`config.mk`:
```
export PLATFORM = sky130hd
export DESIGN_NAME = aes_round_key_store_192_flat
export DESIGN_NICKNAME = d
export VERILOG_FILES = /design/src/rtl/aes_key_pkg.sv /design/src/rtl/aes_round_key_store_192_if.sv /design/src/rtl/aes_rk_mem.sv /design/src/rtl/aes_round_key_store_192.sv /design/src/flat_wrapper.sv
export SDC_FILE = /design/constraint.sdc
export NUM_CORES = 2
export LEC_CHECK = 0
export CORE_MARGIN = 3
export CORE_UTILIZATION = 60
export DETAILED_ROUTE_END_ITERATION = 12
export PLACE_DENSITY = 0.77
export REMOVE_ABC_BUFFERS = 1
export SYNTH_ARGS = -nofsm -noshare
export SYNTH_HDL_FRONTEND = slang
export SYNTH_SLANG_ARGS = --single-unit
```
`constraint.sdc`:
```
create_clock -name clk -period 6 [get_ports clk]
set_clock_uncertainty 0.05 [all_clocks]
set_input_delay 1.8 -clock clk [delete_from_list [all_inputs] [get_ports clk]]
set_output_delay 1.8 -clock clk [all_outputs]
set_load 0.02 [all_outputs]
```
`src/rtl/aes_key_pkg.sv`:
```
// Shared constants and types for the AES-192 round-key store.
package aes_key_pkg;

   localparam int unsigned AES192_NR    = 12;
   localparam int unsigned AES_RK_W     = 128;
   localparam int unsigned AES192_RK_AW = 4;
   localparam int unsigned AES192_MASK_W = AES192_NR + 1;

   typedef logic [AES192_MASK_W-1:0] rk_mask_t;

   typedef enum logic [1:0] {
      ST_IDLE    = 2'd0,
      ST_LOADING = 2'd1,
      ST_READY   = 2'd2
   } rk_state_e;

endpackage

```
`src/rtl/aes_round_key_store_192_if.sv`:
```
// Load/read bus between the key expander, cipher datapath and the round-key store.
interface aes_round_key_store_192_if
   import aes_key_pkg::*;
#(
   parameter int unsigned KW = AES_RK_W,
   parameter int unsigned AW = AES192_RK_AW
) ();

   logic          start;
   logic [KW-1:0] key_hi;
   logic          skey_valid;
   logic [AW-1:0] skey_idx;
   logic [KW-1:0] skey;
   logic          key_clear;
   logic          rd_en;
   logic [AW-1:0] rd_addr;
   logic          rd_valid;
   logic [KW-1:0] rd_data;
   logic          rd_err;
   logic          keys_ready;
   logic          load_err;

   modport master (
      output start, key_hi, skey_valid, skey_idx, skey, key_clear, rd_en, rd_addr,
      input  rd_valid, rd_data, rd_err, keys_ready, load_err
   );

   modport slave (
      input  start, key_hi, skey_valid, skey_idx, skey, key_clear, rd_en, rd_addr,
      output rd_valid, rd_data, rd_err, keys_ready, load_err
   );

endinterface

```
`src/rtl/aes_rk_mem.sv`:
```
// Round-key flop array: one write port, one registered read port, synchronous clear-all.
module aes_rk_mem #(
   parameter int unsigned DEPTH = 13,
   parameter int unsigned KW    = 128,
   parameter int unsigned AW    = 4
) (
   input  logic          clk,
   input  logic          resetn,
   input  logic          clr,
   input  logic          we,
   input  logic [AW-1:0] waddr,
   input  logic [KW-1:0] wdata,
   input  logic          re,
   input  logic          rd_zero,
   input  logic [AW-1:0] raddr,
   output logic [KW-1:0] rdata
);

   logic [KW-1:0] mem [DEPTH];

   // Storage: clear dominates write; contents intentionally not reset.
   always_ff @(posedge clk) begin
      if (clr) begin
         for (int unsigned i = 0; i < DEPTH; i++) begin
            mem[i] <= '0;
         end
      end else if (we) begin
         mem[waddr] <= wdata;
      end
   end

   // Read register: forced to zero on rejected or clear-colliding reads, holds when idle.
   always_ff @(posedge clk or negedge resetn) begin
      if (!resetn) begin
         rdata <= '0;
      end else if (re) begin
         rdata <= rd_zero ? '0 : mem[raddr];
      end
   end

endmodule

```
`src/rtl/aes_round_key_store_192.sv`:
```
// AES-192 round-key store: captures key 0 at start and rounds 1..NR from the expander,
// then serves keys by index in any order.
module aes_round_key_store_192
   import aes_key_pkg::*;
#(
   parameter int unsigned NR = AES192_NR,
   parameter int unsigned KW = AES_RK_W,
   parameter int unsigned AW = AES192_RK_AW
) (
   input logic                       clk,
   input logic                       resetn,
   aes_round_key_store_192_if.slave  bus
);

   localparam int unsigned MW = NR + 1;

   rk_state_e     state_q, state_nxt;
   logic [MW-1:0] mask_q, mask_nxt;
   logic          load_err_q, load_err_nxt;
   logic          keys_ready_q;
   logic          rd_valid_q;
   logic          rd_err_q;

   logic          idx_ok_c;
   logic [MW-1:0] mask_set_c;
   logic          load_done_c;
   logic          rd_bad_c;

   logic          mem_clr;
   logic          mem_we;
   logic [AW-1:0] mem_waddr;
   logic [KW-1:0] mem_wdata;

   // Index qualification and fill tracking for the incoming subkey.
   assign idx_ok_c    = (bus.skey_idx != '0) && (bus.skey_idx <= AW'(NR));
   assign mask_set_c  = mask_q | (MW'(1) << bus.skey_idx);
   assign load_done_c = &mask_set_c;

   // Reads are rejected until fully loaded or when the index is past the last round.
   assign rd_bad_c = !keys_ready_q || (bus.rd_addr > AW'(NR));

   // State register.
   always_ff @(posedge clk or negedge resetn) begin
      if (!resetn) begin
         state_q <= ST_IDLE;
      end else begin
         state_q <= state_nxt;
      end
   end

   // Next-state: clear beats start beats subkey traffic.
   always_comb begin
      state_nxt = state_q;
      if (bus.key_clear) begin
         state_nxt = ST_IDLE;
      end else if (bus.start) begin
         state_nxt = ST_LOADING;
      end else if ((state_q == ST_LOADING) && bus.skey_valid && idx_ok_c && load_done_c) begin
         state_nxt = ST_READY;
      end
   end

   // Datapath controls: memory write/clear, fill mask and load error updates.
   always_comb begin
      mem_clr      = 1'b0;
      mem_we       = 1'b0;
      mem_waddr    = '0;
      mem_wdata    = '0;
      mask_nxt     = mask_q;
      load_err_nxt = load_err_q;
      if (bus.key_clear) begin
         mem_clr      = 1'b1;
         mask_nxt     = '0;
         load_err_nxt = 1'b0;
      end else if (bus.start) begin
         mem_we       = 1'b1;
         mem_wdata    = bus.key_hi;
         mask_nxt     = MW'(1);
         load_err_nxt = 1'b0;
      end else if ((state_q == ST_LOADING) && bus.skey_valid) begin
         if (idx_ok_c) begin
            mem_we    = 1'b1;
            mem_waddr = bus.skey_idx;
            mem_wdata = bus.skey;
            mask_nxt  = mask_set_c;
         end else begin
            load_err_nxt = 1'b1;
         end
      end
   end

   // Status and read-response registers.
   always_ff @(posedge clk or negedge resetn) begin
      if (!resetn) begin
         mask_q       <= '0;
         load_err_q   <= 1'b0;
         keys_ready_q <= 1'b0;
         rd_valid_q   <= 1'b0;
         rd_err_q     <= 1'b0;
      end else begin
         mask_q       <= mask_nxt;
         load_err_q   <= load_err_nxt;
         keys_ready_q <= (state_nxt == ST_READY);
         rd_valid_q   <= bus.rd_en;
         rd_err_q     <= bus.rd_en & rd_bad_c;
      end
   end

   aes_rk_mem #(
      .DEPTH (MW),
      .KW    (KW),
      .AW    (AW)
   ) u_mem (
      .clk     (clk),
      .resetn  (resetn),
      .clr     (mem_clr),
      .we      (mem_we),
      .waddr   (mem_waddr),
      .wdata   (mem_wdata),
      .re      (bus.rd_en),
      .rd_zero (rd_bad_c | bus.key_clear),
      .raddr   (bus.rd_addr),
      .rdata   (bus.rd_data)
   );

   assign bus.rd_valid   = rd_valid_q;
   assign bus.rd_err     = rd_err_q;
   assign bus.keys_ready = keys_ready_q;
   assign bus.load_err   = load_err_q;

endmodule

```
`src/flat_wrapper.sv`:
```
// flat-port wrapper written by rule: the top's interface ports become plain ports
module aes_round_key_store_192_flat import aes_key_pkg::*;
#(
   parameter int unsigned NR = AES192_NR,
   parameter int unsigned KW = AES_RK_W,
   parameter int unsigned AW = AES192_RK_AW
)
  (clk, resetn, bus_start, bus_key_hi, bus_skey_valid, bus_skey_idx, bus_skey, bus_key_clear, bus_rd_en, bus_rd_addr, bus_rd_valid, bus_rd_data, bus_rd_err, bus_keys_ready, bus_load_err);
  aes_round_key_store_192_if #(.KW(KW), .AW(AW)) bus_i ();
  input logic clk;
  input logic resetn;
  input wire logic [$bits(bus_i.start)-1:0] bus_start;
  input wire logic [$bits(bus_i.key_hi)-1:0] bus_key_hi;
  input wire logic [$bits(bus_i.skey_valid)-1:0] bus_skey_valid;
  input wire logic [$bits(bus_i.skey_idx)-1:0] bus_skey_idx;
  input wire logic [$bits(bus_i.skey)-1:0] bus_skey;
  input wire logic [$bits(bus_i.key_clear)-1:0] bus_key_clear;
  input wire logic [$bits(bus_i.rd_en)-1:0] bus_rd_en;
  input wire logic [$bits(bus_i.rd_addr)-1:0] bus_rd_addr;
  output wire logic [$bits(bus_i.rd_valid)-1:0] bus_rd_valid;
  output wire logic [$bits(bus_i.rd_data)-1:0] bus_rd_data;
  output wire logic [$bits(bus_i.rd_err)-1:0] bus_rd_err;
  output wire logic [$bits(bus_i.keys_ready)-1:0] bus_keys_ready;
  output wire logic [$bits(bus_i.load_err)-1:0] bus_load_err;
  assign bus_i.start = bus_start;
  assign bus_i.key_hi = bus_key_hi;
  assign bus_i.skey_valid = bus_skey_valid;
  assign bus_i.skey_idx = bus_skey_idx;
  assign bus_i.skey = bus_skey;
  assign bus_i.key_clear = bus_key_clear;
  assign bus_i.rd_en = bus_rd_en;
  assign bus_i.rd_addr = bus_rd_addr;
  assign bus_rd_valid = bus_i.rd_valid;
  assign bus_rd_data = bus_i.rd_data;
  assign bus_rd_err = bus_i.rd_err;
  assign bus_keys_ready = bus_i.keys_ready;
  assign bus_load_err = bus_i.load_err;
  aes_round_key_store_192 #(.NR(NR), .KW(KW), .AW(AW)) u_core (.clk(clk), .resetn(resetn), .bus(bus_i));
endmodule
```
# Word-level counts from Yosys, hierarchy flattened
# Memories as Yosys holds them, arrays and structs flattened.
# Index checks and enable logic that the tools add are counted.
# totals
reg_bits	147
mem_bits_rw	1664
inputBits	270
out_inout_bits	132
mem_count	1
# mem_list
memory	depth	word_bits	read_ports	rd_clocked_by_memory_dff	wr	line	source
u_core.u_mem.mem	13	128	1	0	13	aes_rk_mem.sv:19	logic [KW-1:0] mem [DEPTH];
# classes
order_cmp	2
eq_ne	3
shifts	1
muxes	33
n_bitwise	3
reduce_logical	13
# op_table
op	count
$mux W128	6
$reduce_or A128 Y1	1
$mux W13	4
$mux W4	5
$mux W1	15
$or A13 B13 Y13	1
$reduce_and A13 Y1	1
$shl A1 B4 Y13 const A	1
$mux W2	3
$reduce_bool A3 Y1	2
$gt A4 B4 Y1 const B	1
$le A4 B4 Y1 const B	1
$logic_and A1 B1 Y1	4
$reduce_and A2 Y1	2
$reduce_bool A4 Y1	1
$ne A3 B3 Y1 const B	1
$eq A2 B1 Y1 const B	1
$eq A2 B2 Y1 const B	1
$and A1 B1 Y1	1
$logic_not A1 Y1	1
$logic_or A1 B1 Y1	1
$or A1 B1 Y1	1

# Longest topological paths before layout
# depth
word_depth	11
depth_mapped	10
ltp_nobuf	5

# Cells and area by module
# From an unflattened synthesis, not the netlist that was laid out.
# hier_totals
cells_unflattened	7043
hier_area_um2	97912.7
# by_module_without_submodules
module	n_inst	cells_each	area_each_um2	seq_area_each_um2
aes_rk_mem	1	6641	94907.3	64702.1
aes_round_key_store_192	1	402	3005.4	475.5

# Worst setup path after synthesis
# Ideal clock, no wire load.
# synth_path
path_kind	input-to-reg
startpoint	input bus_start
endpoint	memory u_core.u_mem.mem[0][0], enable pin
arrival_time_ps	5828
path_slack_ps	-420
path_stages	4
path_buffers	2
path_cell_list	buf_2 -> nor2_2 -> inv_1 -> buf_1
# synth_rtl
item	line	source
start, declared	flat_wrapper.sv:12	input wire logic [$bits(bus_i.start)-1:0] bus_start;
end, declared	aes_rk_mem.sv:19	

==> impl_metrics.env <==
export IMPL_status="complete, no violations"
export IMPL_dp_cells=8725
export IMPL_fmax_mhz=227.6
export IMPL_tightestPinTransition_ps=1137
export IMPL_cp_startpoint="bus_skey_idx[1]"
export IMPL_fin_ws_ps=1605
export IMPL_cts_sinks=2195
export IMPL_relSlewSlack_pct=24.19
export IMPL_initial_core_util_pct=60.80
export IMPL_dieArea_sq_um=168500
export IMPL_required_ps=6610
export IMPL_synth_top_area_share_pct=62.63
export IMPL_tritoncts="built"
export IMPL_drt_first_pass_iters=8
export IMPL_vdd_drop_max_mv=0.2969
export IMPL_p_leak_nw=40.72
export IMPL_grt_pass1_wl_um=368600
export IMPL_multi_input_area_sq_um=29920
export IMPL_ys_types=47
export IMPL_cap_violations=0
export IMPL_diodes=0
export IMPL_drc=0
export IMPL_slowest_stage="nor2_1"
export IMPL_fin_tns_setup_ps=0
export IMPL_cts_root_buf="clkbuf_16"
export IMPL_hold_viol=0
export IMPL_clk_path_buf_depth=3
export IMPL_crit_fanout=47
export IMPL_crit_chain="clkdlybuf4s50_1 -> nor2_1 -> o211a_4 -> buf_12 -> nand3b_1 -> a21o_1 -> nor2_1"
export IMPL_yosysWarningCount=0
export IMPL_reg2reg_slack_ps=2760
export IMPL_layout_nets=7052
export IMPL_grt_pass1_vias=58000
export IMPL_wl_per_cell_um=27.15
export IMPL_avgSynthCellArea_sq_um=15.83
export IMPL_cp_start_kind="input pin"
export IMPL_num_rows=147
export IMPL_power_density_nw_per_um2=295.8
export IMPL_whs_ps=462.5
export IMPL_yosysSeqAreaShare_pct=66.38
export IMPL_ctsHoldBuffers=0
export IMPL_core_area_sq_um=161500
export IMPL_syn_inst=6202
export IMPL_synth_area_sq_um=98190
export IMPL_slowest_delay_ps=710
export IMPL_htreeDepth=4
export IMPL_hold_path_startpoint="u_core.bus.keys_ready$_DFF_PN0_"
export IMPL_report_final_setup_viol=0
export IMPL_synthTopCellsByArea="edfxtp_1 63%, mux4_2 12%, nor2_1 4.3%"
export IMPL_drive_above_1_share_pct=26.31
export IMPL_die_w_um=410.5
export IMPL_critPathKind="input pin to flip-flop"
export IMPL_fillers=10450
export IMPL_final_cell_mix="2048 x edfxtp_1, 1122 x nor2_1, 568 x nor2_2"
export IMPL_dpl_worst_slack_ps=773.5
export IMPL_met3_usage_pct=5.258
export IMPL_use_met1_pct=39.80
export IMPL_worstPathArrival_ps=5000
export IMPL_cts_made_buffers=215
export IMPL_grt_overflow_total=0
export IMPL_post_cts_buffers=0
export IMPL_synth_edff_count=2048
export IMPL_grt_max_degree=133
export IMPL_slew_violations=0
export IMPL_area_growth_syn_to_layout_pct=13.79
export IMPL_synth_top_area_cell="edfxtp_1"
export IMPL_gp_congestion=0.7694
export IMPL_r2r_start="u_core.state_q[1]$_DFF_PN0_"
export IMPL_die_y_um=410.5
export IMPL_clock_latency_ps=830
export IMPL_rsz0062_at_grt="false"
export IMPL_wirelength_um=247800
export IMPL_grt_use_total_pct=29.72
export IMPL_vias=55760
export IMPL_port_buffer_count=401
export IMPL_drtAntennaViolNets=0
export IMPL_path_common_cell="nor2_1"
export IMPL_min_period_ps=4395
export IMPL_layout_cells_most_common="edfxtp_1"
export IMPL_end_kind="flip-flop"
export IMPL_stdcell_count=9128
export IMPL_drtIter0Drc=6559
export IMPL_grtUsageMet2_pct=50.06
export IMPL_dpl_hpwl_um=133500
export IMPL_cts_resized=0
export IMPL_antenna_found_initial=7
export IMPL_top_usage_layer="met2"
export IMPL_io_pins=402
export IMPL_synthArstFlopShare_pct=6.697
export IMPL_layout_area_seq_sq_um=65180
export IMPL_synth_ff_type="edfxtp_1"
export IMPL_period_share_pct=73.24
export IMPL_vias_per_cell=6.109
export IMPL_hp_class="flip-flop to flip-flop"
export IMPL_clk_pin_slew_worst_paths_ps=60
export IMPL_ys_seq_elements=2195
[cell usage after synthesis, drive strengths merged (2+ instances only)]
library cell,count
edfxtp,2048
nor2,1690
mux4,512
clkbuf,290
buf,272
inv,258
mux2i,256
dfrtp,147
nand2,146
o21ai,133
nand3b,131
a21o,129
o22a,128
nand2b,15
a21oi,11
nand3,4
nand4,4
a22oi,3
and3b,3
a31oi,2
nor2b,2
nor3,2
o211ai,2
[report_power, final]
part / switching (mW) / total [mW] / internal (mW)
registers: 0.160 / 17.5 / 17.3
logic: 1.38 / 2.35 / 0.972
clock network: 5.70 / 13.2 / 7.53
total: 7.23 / 33.0 / 25.8
[critical path, delay by kind of cell]
family | cells | cell delay [ps]
compound gates | 2 | 890
simple gates | 3 | 1070
buf+inv | 2 | 950
[path summary, 6_finish.rpt]
path                       cells past startpoint                                      to
setup / recovery                               7  u_core.u_mem.mem[12][34]$_SDFFCE_PN0P_
hold / removal                                 1             u_core.bus.rd_err$_DFF_PN0_
setup reg to reg                               6   u_core.u_mem.mem[7][63]$_SDFFCE_PN0P_
hold reg to reg                                1             u_core.bus.rd_err$_DFF_PN0_
max in group asynchronous                      2      u_core.u_mem.rdata[66]$_DFFE_PN0P_
min in group asynchronous                      1      u_core.u_mem.rdata[17]$_DFFE_PN0P_
[state kept, by name, indices dropped and copies added (netlist names)]
name,cells
u_core.state_q,2
u_core.bus.load_err,1
u_core.bus.rd_err,1
u_core.u_mem.mem,2048
u_core.bus.keys_ready,1
u_core.u_mem.rdata,128
u_core.bus.rd_valid,1
u_core.mask_q,13
[through the flow]
| stage | utilization (%) | area [sq um] | total power [mW] |
|---|---|---|---|
| 4_1_cts | 69.19 | 111700 | 33.16 |
| 5_1_grt | 69.19 | 111700 | 33.96 |
| 2_1_floorplan | - | 95850 | 19.03 |
| 3_5_place_dp | 64.90 | 104800 | 20.11 |
| 6_report | 69.19 | 111700 | 33.04 |
| 3_3_place_gp | 64.90 | 104800 | 20.03 |
[kinds of logic after synthesis]
| family | after synthesis | share of synthesized area (%) |
|---|---|---|
| buffers and inverters | 820 | 4.829 |
| and+or+nand+nor | 2002 | 10.77 |
| muxes | 769 | 14.36 |
| DFF | 2195 | 66.38 |
| other | 1 | 0.003819 |
| AOI/OAI and AO/OA | 415 | 3.653 |
[area by class of cell]
class | count | share of cell area (%)
clock buffers | 289 | 5.311
clock inverters | 114 | 0.8824
inverters | 258 | 0.8712
multi-input cells | 3570 | 26.78
flip-flops and latches | 2195 | 58.33
well taps | 2160 | 2.419
repair buffers | 542 | 5.402
[routing by layer]
| metal | vias to the layer above | part of all wire, % |
|---|---|---|
| met5 | - | 0.024 |
| met4 | 8 | 3.0 |
| met3 | 494 | 10 |
| met2 | 3257 | 50 |
| met1 | 28530 | 36 |
| li1 | 23470 | - |
Note: power is estimated with default switching activity, not from simulation.
